`src/rtl/uart_tx_pkg.sv`:
```
// -----------------------------------------------------------------------------
// uart_tx_pkg
// Shared definitions for the UART transmit frame sequencer:
//   - state_e   : frame phase encoding (IDLE, START, DATA, PARITY, STOP)
//   - SEL_*     : TX output mux select codes
//   - PAR_*     : parity type codes (PAR_TYP input)
// -----------------------------------------------------------------------------
package uart_tx_pkg;

  typedef enum logic [2:0] {
    IDLE   = 3'd0,
    START  = 3'd1,
    DATA   = 3'd2,
    PARITY = 3'd3,
    STOP   = 3'd4
  } state_e;

  localparam logic [1:0] SEL_START = 2'b00;
  localparam logic [1:0] SEL_DATA  = 2'b01;
  localparam logic [1:0] SEL_PAR   = 2'b10;
  localparam logic [1:0] SEL_STOP  = 2'b11;

  localparam logic PAR_EVEN = 1'b0;
  localparam logic PAR_ODD  = 1'b1;

endpackage

```
`src/rtl/uart_tx_serializer.sv`:
```
// -----------------------------------------------------------------------------
// uart_tx_serializer
// Load/shift register plus data-bit counter for one UART payload.
// Ports:
//   clk_i       bit-rate clock
//   rst_ni      asynchronous reset, active-low
//   load_i      capture data_i and clear the bit counter
//   data_i      parallel payload
//   shift_en_i  advance to the next payload bit (asserted on DATA edges)
//   ser_out_o   current payload bit (LSB first)
//   ser_done_o  current bit is the last payload bit
// -----------------------------------------------------------------------------
module uart_tx_serializer
  import uart_tx_pkg::*;
#(
  parameter int DATA_WIDTH = 8
) (
  input  logic                  clk_i,
  input  logic                  rst_ni,
  input  logic                  load_i,
  input  logic [DATA_WIDTH-1:0] data_i,
  input  logic                  shift_en_i,
  output logic                  ser_out_o,
  output logic                  ser_done_o
);

  localparam int                CNT_W    = $clog2(DATA_WIDTH);
  localparam logic [CNT_W-1:0]  CNT_LAST = CNT_W'(DATA_WIDTH - 1);

  logic [DATA_WIDTH-1:0] sh_q, sh_d;
  logic [CNT_W-1:0]      cnt_q, cnt_d;

  // Next-state for shifter and counter; the counter saturates at the last bit
  always_comb begin
    sh_d  = sh_q;
    cnt_d = cnt_q;
    if (load_i) begin
      sh_d  = data_i;
      cnt_d = {CNT_W{1'b0}};
    end else if (shift_en_i) begin
      sh_d = {1'b0, sh_q[DATA_WIDTH-1:1]};
      if (cnt_q != CNT_LAST) begin
        cnt_d = cnt_q + CNT_W'(1);
      end else begin
        cnt_d = cnt_q;
      end
    end else begin
      sh_d  = sh_q;
      cnt_d = cnt_q;
    end
  end

  // Shifter and counter registers
  always_ff @(posedge clk_i or negedge rst_ni) begin
    if (!rst_ni) begin
      sh_q  <= {DATA_WIDTH{1'b0}};
      cnt_q <= {CNT_W{1'b0}};
    end else begin
      sh_q  <= sh_d;
      cnt_q <= cnt_d;
    end
  end

  assign ser_out_o  = sh_q[0];
  assign ser_done_o = (cnt_q == CNT_LAST);

endmodule

```
`src/rtl/uart_tx_ctrl.sv`:
```
// -----------------------------------------------------------------------------
// uart_tx_ctrl
// UART transmit frame sequencer: start, DATA_WIDTH data bits (LSB first),
// optional parity, stop. One CLK period is one bit time.
// Ports:
//   CLK, RST    baud clock (rising edge), asynchronous active-low reset
//   P_DATA      payload, captured on accept
//   DATA_VALID  payload strobe; accepted only when not busy
//   PAR_EN      parity enable, captured on accept
//   PAR_TYP     parity type (0 even, 1 odd), captured on accept
//   MUX_SEL     TX mux select (00 start, 01 data, 10 parity, 11 stop/idle)
//   SER_DATA    current payload bit; holds its last value outside DATA
//   PAR_BIT     parity of the captured payload; held until the next accept
//   BUSY        frame in progress
//   FRAME_DONE  high during the stop-bit cycle
// Build option: define UART_TX_B2B_EN to accept a new payload in STOP and go
// straight to START (back-to-back frames without an idle cycle).
// -----------------------------------------------------------------------------
module uart_tx_ctrl
  import uart_tx_pkg::*;
#(
  parameter int DATA_WIDTH = 8
) (
  input  logic                  CLK,
  input  logic                  RST,
  input  logic [DATA_WIDTH-1:0] P_DATA,
  input  logic                  DATA_VALID,
  input  logic                  PAR_EN,
  input  logic                  PAR_TYP,
  output logic [1:0]            MUX_SEL,
  output logic                  SER_DATA,
  output logic                  PAR_BIT,
  output logic                  BUSY,
  output logic                  FRAME_DONE
);

  // Even parity is the XOR-reduction; odd parity is its inverse.
  function automatic logic calc_parity(input logic [DATA_WIDTH-1:0] data,
                                       input logic typ);
    return (^data) ^ (typ == PAR_ODD);
  endfunction

  state_e state_q, state_d;
  logic   par_en_q, par_en_d;
  logic   par_bit_q, par_bit_d;
  logic   ser_hold_q, ser_hold_d;
  logic   arm_q;
  logic   accept_s;
  logic   ser_out_s;
  logic   ser_done_s;

  // arm_q is low on the first edge after reset release, which blocks an accept
  // on that edge even when DATA_VALID is already high.
`ifdef UART_TX_B2B_EN
  assign accept_s = DATA_VALID & arm_q & ((state_q == IDLE) | (state_q == STOP));
`else
  assign accept_s = DATA_VALID & arm_q & (state_q == IDLE);
`endif

  uart_tx_serializer #(
    .DATA_WIDTH (DATA_WIDTH)
  ) u_ser (
    .clk_i      (CLK),
    .rst_ni     (RST),
    .load_i     (accept_s),
    .data_i     (P_DATA),
    .shift_en_i (state_q == DATA),
    .ser_out_o  (ser_out_s),
    .ser_done_o (ser_done_s)
  );

  // Next-state logic and captured frame configuration
  always_comb begin
    state_d    = state_q;
    par_en_d   = par_en_q;
    par_bit_d  = par_bit_q;
    ser_hold_d = (state_q == DATA) ? ser_out_s : ser_hold_q;
    if (accept_s) begin
      par_en_d  = PAR_EN;
      par_bit_d = calc_parity(P_DATA, PAR_TYP);
    end else begin
      par_en_d  = par_en_q;
      par_bit_d = par_bit_q;
    end
    case (state_q)
      IDLE: begin
        if (accept_s) state_d = START;
        else          state_d = IDLE;
      end
      START: state_d = DATA;
      DATA: begin
        if (ser_done_s) state_d = par_en_q ? PARITY : STOP;
        else            state_d = DATA;
      end
      PARITY: state_d = STOP;
      STOP: begin
        if (accept_s) state_d = START;
        else          state_d = IDLE;
      end
      default: state_d = IDLE;
    endcase
  end

  // State and configuration registers
  always_ff @(posedge CLK or negedge RST) begin
    if (!RST) begin
      state_q    <= IDLE;
      par_en_q   <= 1'b0;
      par_bit_q  <= 1'b0;
      ser_hold_q <= 1'b0;
      arm_q      <= 1'b0;
    end else begin
      state_q    <= state_d;
      par_en_q   <= par_en_d;
      par_bit_q  <= par_bit_d;
      ser_hold_q <= ser_hold_d;
      arm_q      <= 1'b1;
    end
  end

  // Moore output decode from the state register
  always_comb begin
    MUX_SEL    = SEL_STOP;
    BUSY       = 1'b0;
    FRAME_DONE = 1'b0;
    case (state_q)
      IDLE:    begin MUX_SEL = SEL_STOP;  BUSY = 1'b0; FRAME_DONE = 1'b0; end
      START:   begin MUX_SEL = SEL_START; BUSY = 1'b1; FRAME_DONE = 1'b0; end
      DATA:    begin MUX_SEL = SEL_DATA;  BUSY = 1'b1; FRAME_DONE = 1'b0; end
      PARITY:  begin MUX_SEL = SEL_PAR;   BUSY = 1'b1; FRAME_DONE = 1'b0; end
      STOP:    begin MUX_SEL = SEL_STOP;  BUSY = 1'b1; FRAME_DONE = 1'b1; end
      default: begin MUX_SEL = SEL_STOP;  BUSY = 1'b0; FRAME_DONE = 1'b0; end
    endcase
  end

  // Live shifter bit during DATA, otherwise the last bit sent
  assign SER_DATA = (state_q == DATA) ? ser_out_s : ser_hold_q;
  assign PAR_BIT  = par_bit_q;

endmodule

```
`config.mk`:
```
export PLATFORM = sky130hd
export DESIGN_NAME = uart_tx_ctrl
export DESIGN_NICKNAME = d
export VERILOG_FILES = /design/src/rtl/uart_tx_pkg.sv /design/src/rtl/uart_tx_serializer.sv /design/src/rtl/uart_tx_ctrl.sv
export SDC_FILE = /design/constraint.sdc
export NUM_CORES = 1
export LEC_CHECK = 0
export BUFFER_PORTS_ARGS = -buffer_cell sky130_fd_sc_hd__buf_4
export CAP_MARGIN = 40
export CORE_MARGIN = 1
export CORE_UTILIZATION = 37
export CTS_CLUSTER_SIZE = 25
export DETAILED_ROUTE_END_ITERATION = 12
export PLACE_DENSITY = 0.59
export SYNTH_ARGS = -nofsm -noshare
export SYNTH_HDL_FRONTEND = slang
export SYNTH_SLANG_ARGS = --single-unit
```
`constraint.sdc`:
```
create_clock -name CLK -period 1.4 [get_ports CLK]
set_input_delay 0.14 -clock CLK [delete_from_list [all_inputs] [get_ports CLK]]
set_output_delay 0.14 -clock CLK [all_outputs]
set_load 0.02 [all_outputs]
```
==> flow_summary.json, run 1 <==
{
  "crit_family": "flip-flops",
  "async_reset_ff_share_pct": 100,
  "gr-total-overflow": 0,
  "place_ws_ns": -0.00846,
  "synthTopCellsByArea": "dfrtp_1 (49%), mux2i_1 (9.8%), xnor2_1 (6.7%), o21ai_1 (4.4%), nand2_1 (3.3%)",
  "cp_num_buf_inv": 2,
  "drive_gt1_share_pct": 52.1,
  "clock_sinks": 18,
  "setup_viol": 16,
  "antenna_left": 0,
  "critPathMaxFanout": 2,
  "p_switching_mw": 0.930,
  "finalHoldViolCount": 0,
  "violations": "negative setup slack",
  "worst_r2r_path_depth": 6,
  "r2r_setup_slack_ns": -0.12,
  "grt_pass1_wl_um": 2860,
  "synthDistinctLibCells": 26,
  "skew_ns": 0.00985,
  "start_kind": "flip-flop",
  "path_clk_slew_ns": 0.11,
  "synth_edf_count": 0,
  "grt_pass1_vias": 664,
  "worst_r2r_startpoint": "state_q[0]$_DFF_PN0_",
  "synth_nets": 96,
  "min_from": "P_DATA[3]",
  "hold-path-cell-count": 3,
  "status": "complete, but fails checks",
  "rows": 17,
  "route.detailed.drc": 0,
  "track_usage_pct": 15.0,
  "path_class": "reg -> out",
  "power_frac_seq_pct": 31.7,
  "ys_warn_count": 0,
  "internal_power_mw": 1.75,
  "root_buffer": "clkbuf_4",
  "clk_path_buf_depth": 2,
  "path_cells": "nor3b_2 > buf_4 > mux2_4 > buf_6",
  "cts_tree": "built",
  "cts-htree-levels": 1,
  "hp-class": "in -> reg",
  "finalWirelength_um": 1790,
  "syn_area_per_cell_sq_um": 11.4,
  "maxCapViolCount": 0,
  "rsz0062_at_grt": "true",
  "port_buffers": 18,
  "synthesis.area_sq_um": 920,
  "via_count": 717,
  "critPathSlowestCell": "dfrtp_1",
  "min_period_ns": 1.62,
  "grt_max_degree": 19,
  "synth.most_common_cell": "dfrtp_1",
  "postLayoutCellArea_sq_um": 1360,
  "finalNonFillerCells": 145,
  "antenna_cells": 0,
  "clk_latency_ns": 0.30,
  "fin_nets": 133,
  "reg2reg_to": "u_ser.sh_q[0]$_DFFE_PN0P_",
  "fin_ws_ns": -0.218,
  "hpwl_um": 1220,
  "synth_top_area_cell": "dfrtp_1",
  "maxSlewViolCount": 0,
  "power.share.clock_pct": 12.1,
  "syn2layout_area_growth_pct": 48.3,
  "gp_congestion": 0.725,
  "dieHeight_um": 51.9,
  "cts_buffers": 3,
  "worstSetupEndpointType": "output pin",
  "synthTopCellsByCount": "dfrtp_1 (18), mux2i_1 (9), nand2_1 (8), o21ai_1 (8), xnor2_1 (7)",
  "synthCells": 81,
  "initialDrtViolationCount": 4,
  "fin_crit_sh_pct": 116,
  "p_per_area_nw_per_um2": 1970,
  "vdd_drop_max_mv": 1.03,
  "critPathArrivalTime_ns": 1.48,
  "dpl_cell_area_sq_um": 1140,
  "synth_top_area_share_pct": 49.0,
  "p_sw_share_pct": 34.6,
  "first_pass_iters": 4,
  "routedWlPerCell_um": 12.3,
  "coreArea_sq_um": 2280,
  "io_pins": 19,
  "vias_per_cell": 4.94,
  "dieWidth_um": 51.9,
  "antenna_found_initial": 0,
  "yosysSeqAreaShare_pct": 49.0,
  "min_to": "u_ser.sh_q[3]$_DFFE_PN0P_",
  "critical-path-max-stage-delay_ns": 0.40,
  "start_util_pct": 40.4,
  "utilization_pct": 59.9,
  "place_inst": 133,
  "ys.flop_type": "dfrtp_1",
  "p_leak_nw": 0.655,
  "synth-seq-cells": 18,
  "die_area_sq_um": 2690,
  "cp_data_required_time_ns": 1.26,
  "p_comb_share_pct": 56.2,
  "max_freq_mhz": 618
}
## worst max path at each step
stage	depth (start not counted)	from	end
after floorplan	4	state_q[2]$_DFF_PN0_	SER_DATA
after global placement	4	state_q[0]$_DFF_PN0_	u_ser.sh_q[0]$_DFFE_PN0P_
after detailed placement	5	u_ser.cnt_q[0]$_DFFE_PN0P_	u_ser.cnt_q[1]$_DFFE_PN0P_
after CTS	4	state_q[0]$_DFF_PN0_	SER_DATA
after global routing	4	state_q[2]$_DFF_PN0_	SER_DATA
final	4	state_q[2]$_DFF_PN0_	SER_DATA
## per-layer routing
| layer | vias up | wire, um | GRT usage [%] |
|---|---|---|---|
| met5 | - | 0 | 0 |
| met1 | 350 | 747 | 18.9 |
| met3 | 5 | 57 | 2.63 |
| met4 | 0 | 40 | 8.11 |
| met2 | 19 | 945 | 24.4 |
| li1 | 343 | - | - |
## sequential cells by signal (all words and copies together) (netlist names)
signal       flops
u_ser.cnt_q      3
PAR_BIT          1
ser_hold_q       1
par_en_q         1
arm_q            1
state_q          3
u_ser.sh_q       8
## final cells by class
class,count,area (sq um)
Fill cell,197,912
Multi-Input combinational cell,57,502
Tap cell,28,35.0
Timing Repair Buffer,37,335
Inverter,1,3.75
Clock buffer,4,36.3
Sequential cell,18,452
## power groups by stage
stage               Clock, mW  Combinational [mW]  Sequential [mW]
floorplan                   0               0.789            0.863
global placement            0                1.17            0.877
detailed placement          0                1.19            0.883
CTS                     0.336                1.32            0.849
global route            0.356                1.64            0.877
finish                  0.325                1.51            0.851
## cells by family (layout without fill, tap and decap cells)
| logic type | after synthesis | in the layout | share of synthesized area (%) |
|---|---|---|---|
| multiplexers | 11 | 11 | 12.7 |
| other | 1 | 1 | 0.408 |
| XOR/XNOR | 10 | 10 | 11.0 |
| AND/OR/NAND/NOR | 22 | 22 | 13.2 |
| flip-flops | 18 | 18 | 49.0 |
| buffers and inverters | 6 | 42 | 4.08 |
| adder cells (fa/ha/maj) | 2 | 2 | 2.72 |
| AO/OA/AOI/OAI | 11 | 11 | 6.94 |
## worst register-to-register path, cell delays in order, from the launching register on
cell and delay [ns]:
dfrtp_2 0.42, buf_4 0.14, buf_6 0.12, nor2_4 0.09, and4b_4 0.34, nor3b_2 0.06, a221o_1 0.25
## cell usage in the layout, fill, tap and decap left out, drive strengths merged
cell type / Yosys / layout
a221o: 1 / 1
inv: 1 / 1
xnor3: 1 / 1
o21ai: 8 / 8
and2b: 1 / 1
xor2: 2 / 2
a21oi: 1 / 1
conb: 1 / 1
nor2: 5 / 5
buf: 5 / 35
nor3b: 3 / 3
mux2: 2 / 2
ha: 2 / 2
nand2b: 3 / 3
and2: 1 / 1
nand2: 8 / 8
mux2i: 9 / 9
clkbuf: 0 / 5
a31o: 1 / 1
dfrtp: 18 / 18
dlygate4sd3: 0 / 1
and4b: 1 / 1
xnor2: 7 / 7
## timing repair
action,in CTS,in global routing
endpoints found under the hold margin,18,0
pin swaps,3,4
endpoints found under the setup margin,4,19
resized for setup,8,23
hold buffers,1,0
setup buffers,5,2
gates cloned,0,1
## through the flow
stage	hold slack, ns	setup TNS (ns)	total power [mW]
6_report	0.0453	-1.32	2.68
5_1_grt	0.0430	-2.50	2.87
4_1_cts	0.0474	-0.531	2.50
3_5_place_dp	0.0226	-0.00846	2.08
3_3_place_gp	0.0218	0	2.05
2_1_floorplan	-0.156	0	1.65
No activity file was read; power rests on OpenSTA's default activity.
==> run 2, diff against run 1 <==
--- a/config.mk
+++ b/config.mk
@@ -6,12 +6,13 @@
 export NUM_CORES = 1
 export LEC_CHECK = 0
 export BUFFER_PORTS_ARGS = -buffer_cell sky130_fd_sc_hd__buf_4
-export CAP_MARGIN = 40
+export CAP_MARGIN = 15
 export CORE_MARGIN = 1
 export CORE_UTILIZATION = 37
 export CTS_CLUSTER_SIZE = 25
 export DETAILED_ROUTE_END_ITERATION = 12
 export PLACE_DENSITY = 0.59
+export SKIP_LAST_GASP = 1
 export SYNTH_ARGS = -nofsm -noshare
 export SYNTH_HDL_FRONTEND = slang
 export SYNTH_SLANG_ARGS = --single-unit
==> flow_summary.json, run 2 (synthesized netlist as in run 1, its figures left out) <==
{
  "rsz0062_at_grt": "true",
  "antenna_cells": 0,
  "p_per_area_nw_per_um2": 1980,
  "power.share.clock_pct": 12.0,
  "io_pins": 19,
  "grt_max_degree": 19,
  "skew_ns": 0.0123,
  "critPathArrivalTime_ns": 1.48,
  "grt_pass1_vias": 649,
  "die_area_sq_um": 2690,
  "fin_crit_sh_pct": 115,
  "status": "complete, but fails checks",
  "antenna_found_initial": 0,
  "start_util_pct": 40.4,
  "initialDrtViolationCount": 9,
  "drive_gt1_share_pct": 50.4,
  "coreArea_sq_um": 2280,
  "final_common_cell": "buf_4",
  "internal_power_mw": 1.76,
  "violations": "negative setup slack",
  "track_usage_pct": 14.7,
  "cts-htree-levels": 1,
  "fin_ws_ns": -0.216,
  "largest_reg_flops": 8,
  "route.detailed.drc": 0,
  "via_count": 695,
  "top_register": "u_ser.sh_q",
  "port_buffers": 18,
  "hpwl_um": 1220,
  "cts_tree": "built",
  "gr-total-overflow": 0,
  "multi_input_area_sq_um": 490,
  "maxSlewViolCount": 0,
  "worstSetupEndpointType": "output pin",
  "cp_data_required_time_ns": 1.26,
  "fin_nets": 133,
  "finalHoldViolCount": 0,
  "clk_path_buf_depth": 2,
  "path_clk_slew_ns": 0.11,
  "power_frac_seq_pct": 31.7,
  "root_buffer": "clkbuf_4",
  "finalWirelength_um": 1730,
  "maxCapViolCount": 0,
  "antenna_left": 0,
  "vdd_drop_max_mv": 1.02,
  "syn2layout_area_growth_pct": 47.1,
  "fillCellCount": 205,
  "setup_viol": 16,
  "vias_per_cell": 4.79,
  "critPathMaxFanout": 2,
  "first_pass_iters": 3,
  "start_kind": "flip-flop",
  "layout_common_cells": "buf_4 (26), dfrtp_1 (17), mux2i_1 (9), buf_6 (8)",
  "clk_latency_ns": 0.30,
  "hp-class": "in -> reg",
  "power.total_mw": 2.68,
  "gp_congestion": 0.725,
  "area.sequential_sq_um": 452,
  "p_comb_share_pct": 56.3,
  "top_regs": "u_ser.sh_q x8, state_q x3, u_ser.cnt_q x3",
  "dieWidth_um": 51.9,
  "p_leak_nw": 0.643,
  "cts_buffers": 3,
  "routedWlPerCell_um": 12.0,
  "max_freq_mhz": 619,
  "hold_ws_ns": 0.0463,
  "grt_pass1_wl_um": 2810,
  "dieHeight_um": 51.9,
  "place_ws_ns": -0.00846,
  "p_sw_share_pct": 34.3,
  "p_switching_mw": 0.919,
  "clock_sinks": 18,
  "path_class": "reg -> out",
  "min_period_ns": 1.62,
  "rows": 17
}
## run 2: cell type report
class / instances / area share [%]
Multi-Input combinational cell: 57 / 36.3
Inverter: 1 / 0.278
Clock buffer: 4 / 2.68
Timing Repair Buffer: 37 / 24.8
Tap cell: 28 / 2.59
Sequential cell: 18 / 33.4
## run 2: final timing paths
check	start	endpoint	slack [ns]	cells past startpoint
worst max-delay path	state_q[2]$_DFF_PN0_	SER_DATA	-0.22	4
worst min-delay path	P_DATA[3]	u_ser.sh_q[3]$_DFFE_PN0P_	0.05	3
worst max register to register	state_q[0]$_DFF_PN0_	PAR_BIT$_DFFE_PN0P_	-0.12	5
worst min register to register	ser_hold_q$_DFF_PN0_	ser_hold_q$_DFF_PN0_	0.52	1
max in group asynchronous	RST	state_q[0]$_DFF_PN0_	0.95	2
min in group asynchronous	RST	u_ser.sh_q[2]$_DFFE_PN0P_	0.23	2
## run 2: timing repair
action | CTS | global route
buffers inserted | 5 | 2
setup endpoints to repair | 4 | 20
resized for setup | 3 | 24
pin swaps | 2 | 3
cloned | 0 | 1
endpoints found under the hold margin | 18 | 0
hold buffers | 1 | 0
## run 2: through the flow
stage	cells	cell area [sq um]	TNS [ns]	util, %
finish	145	1350	-1.23	59.4
global route	145	1350	-2.55	59.4
CTS	142	1220	-1.16	53.8
detailed placement	133	1140	-0.00846	50.2
global placement	133	1140	0	50.2
floorplan	81	923	0	-
## run 2: per-layer routing
metal	global-route usage, %	part of all wire [%]	up-vias
met5	0	0	-
met4	8.11	0.75	0
met3	2.63	2.7	2
met2	23.5	54	14
met1	18.7	42	333
li1	-	-	346
## run 2: worst max-delay path, cell delays in order (launching register included)
cell and delay [ns]:
dfrtp_1 0.40, nor3b_2 0.20, buf_4 0.15, mux2_4 0.30, buf_6 0.13
## run 2: power groups by stage
stage | Sequential [mW] | Clock [mW] | Combinational (mW)
floorplan | 0.863 | 0 | 0.789
global placement | 0.877 | 0 | 1.17
detailed placement | 0.883 | 0 | 1.19
CTS | 0.849 | 0.336 | 1.30
global route | 0.877 | 0.356 | 1.64
finish | 0.851 | 0.322 | 1.51
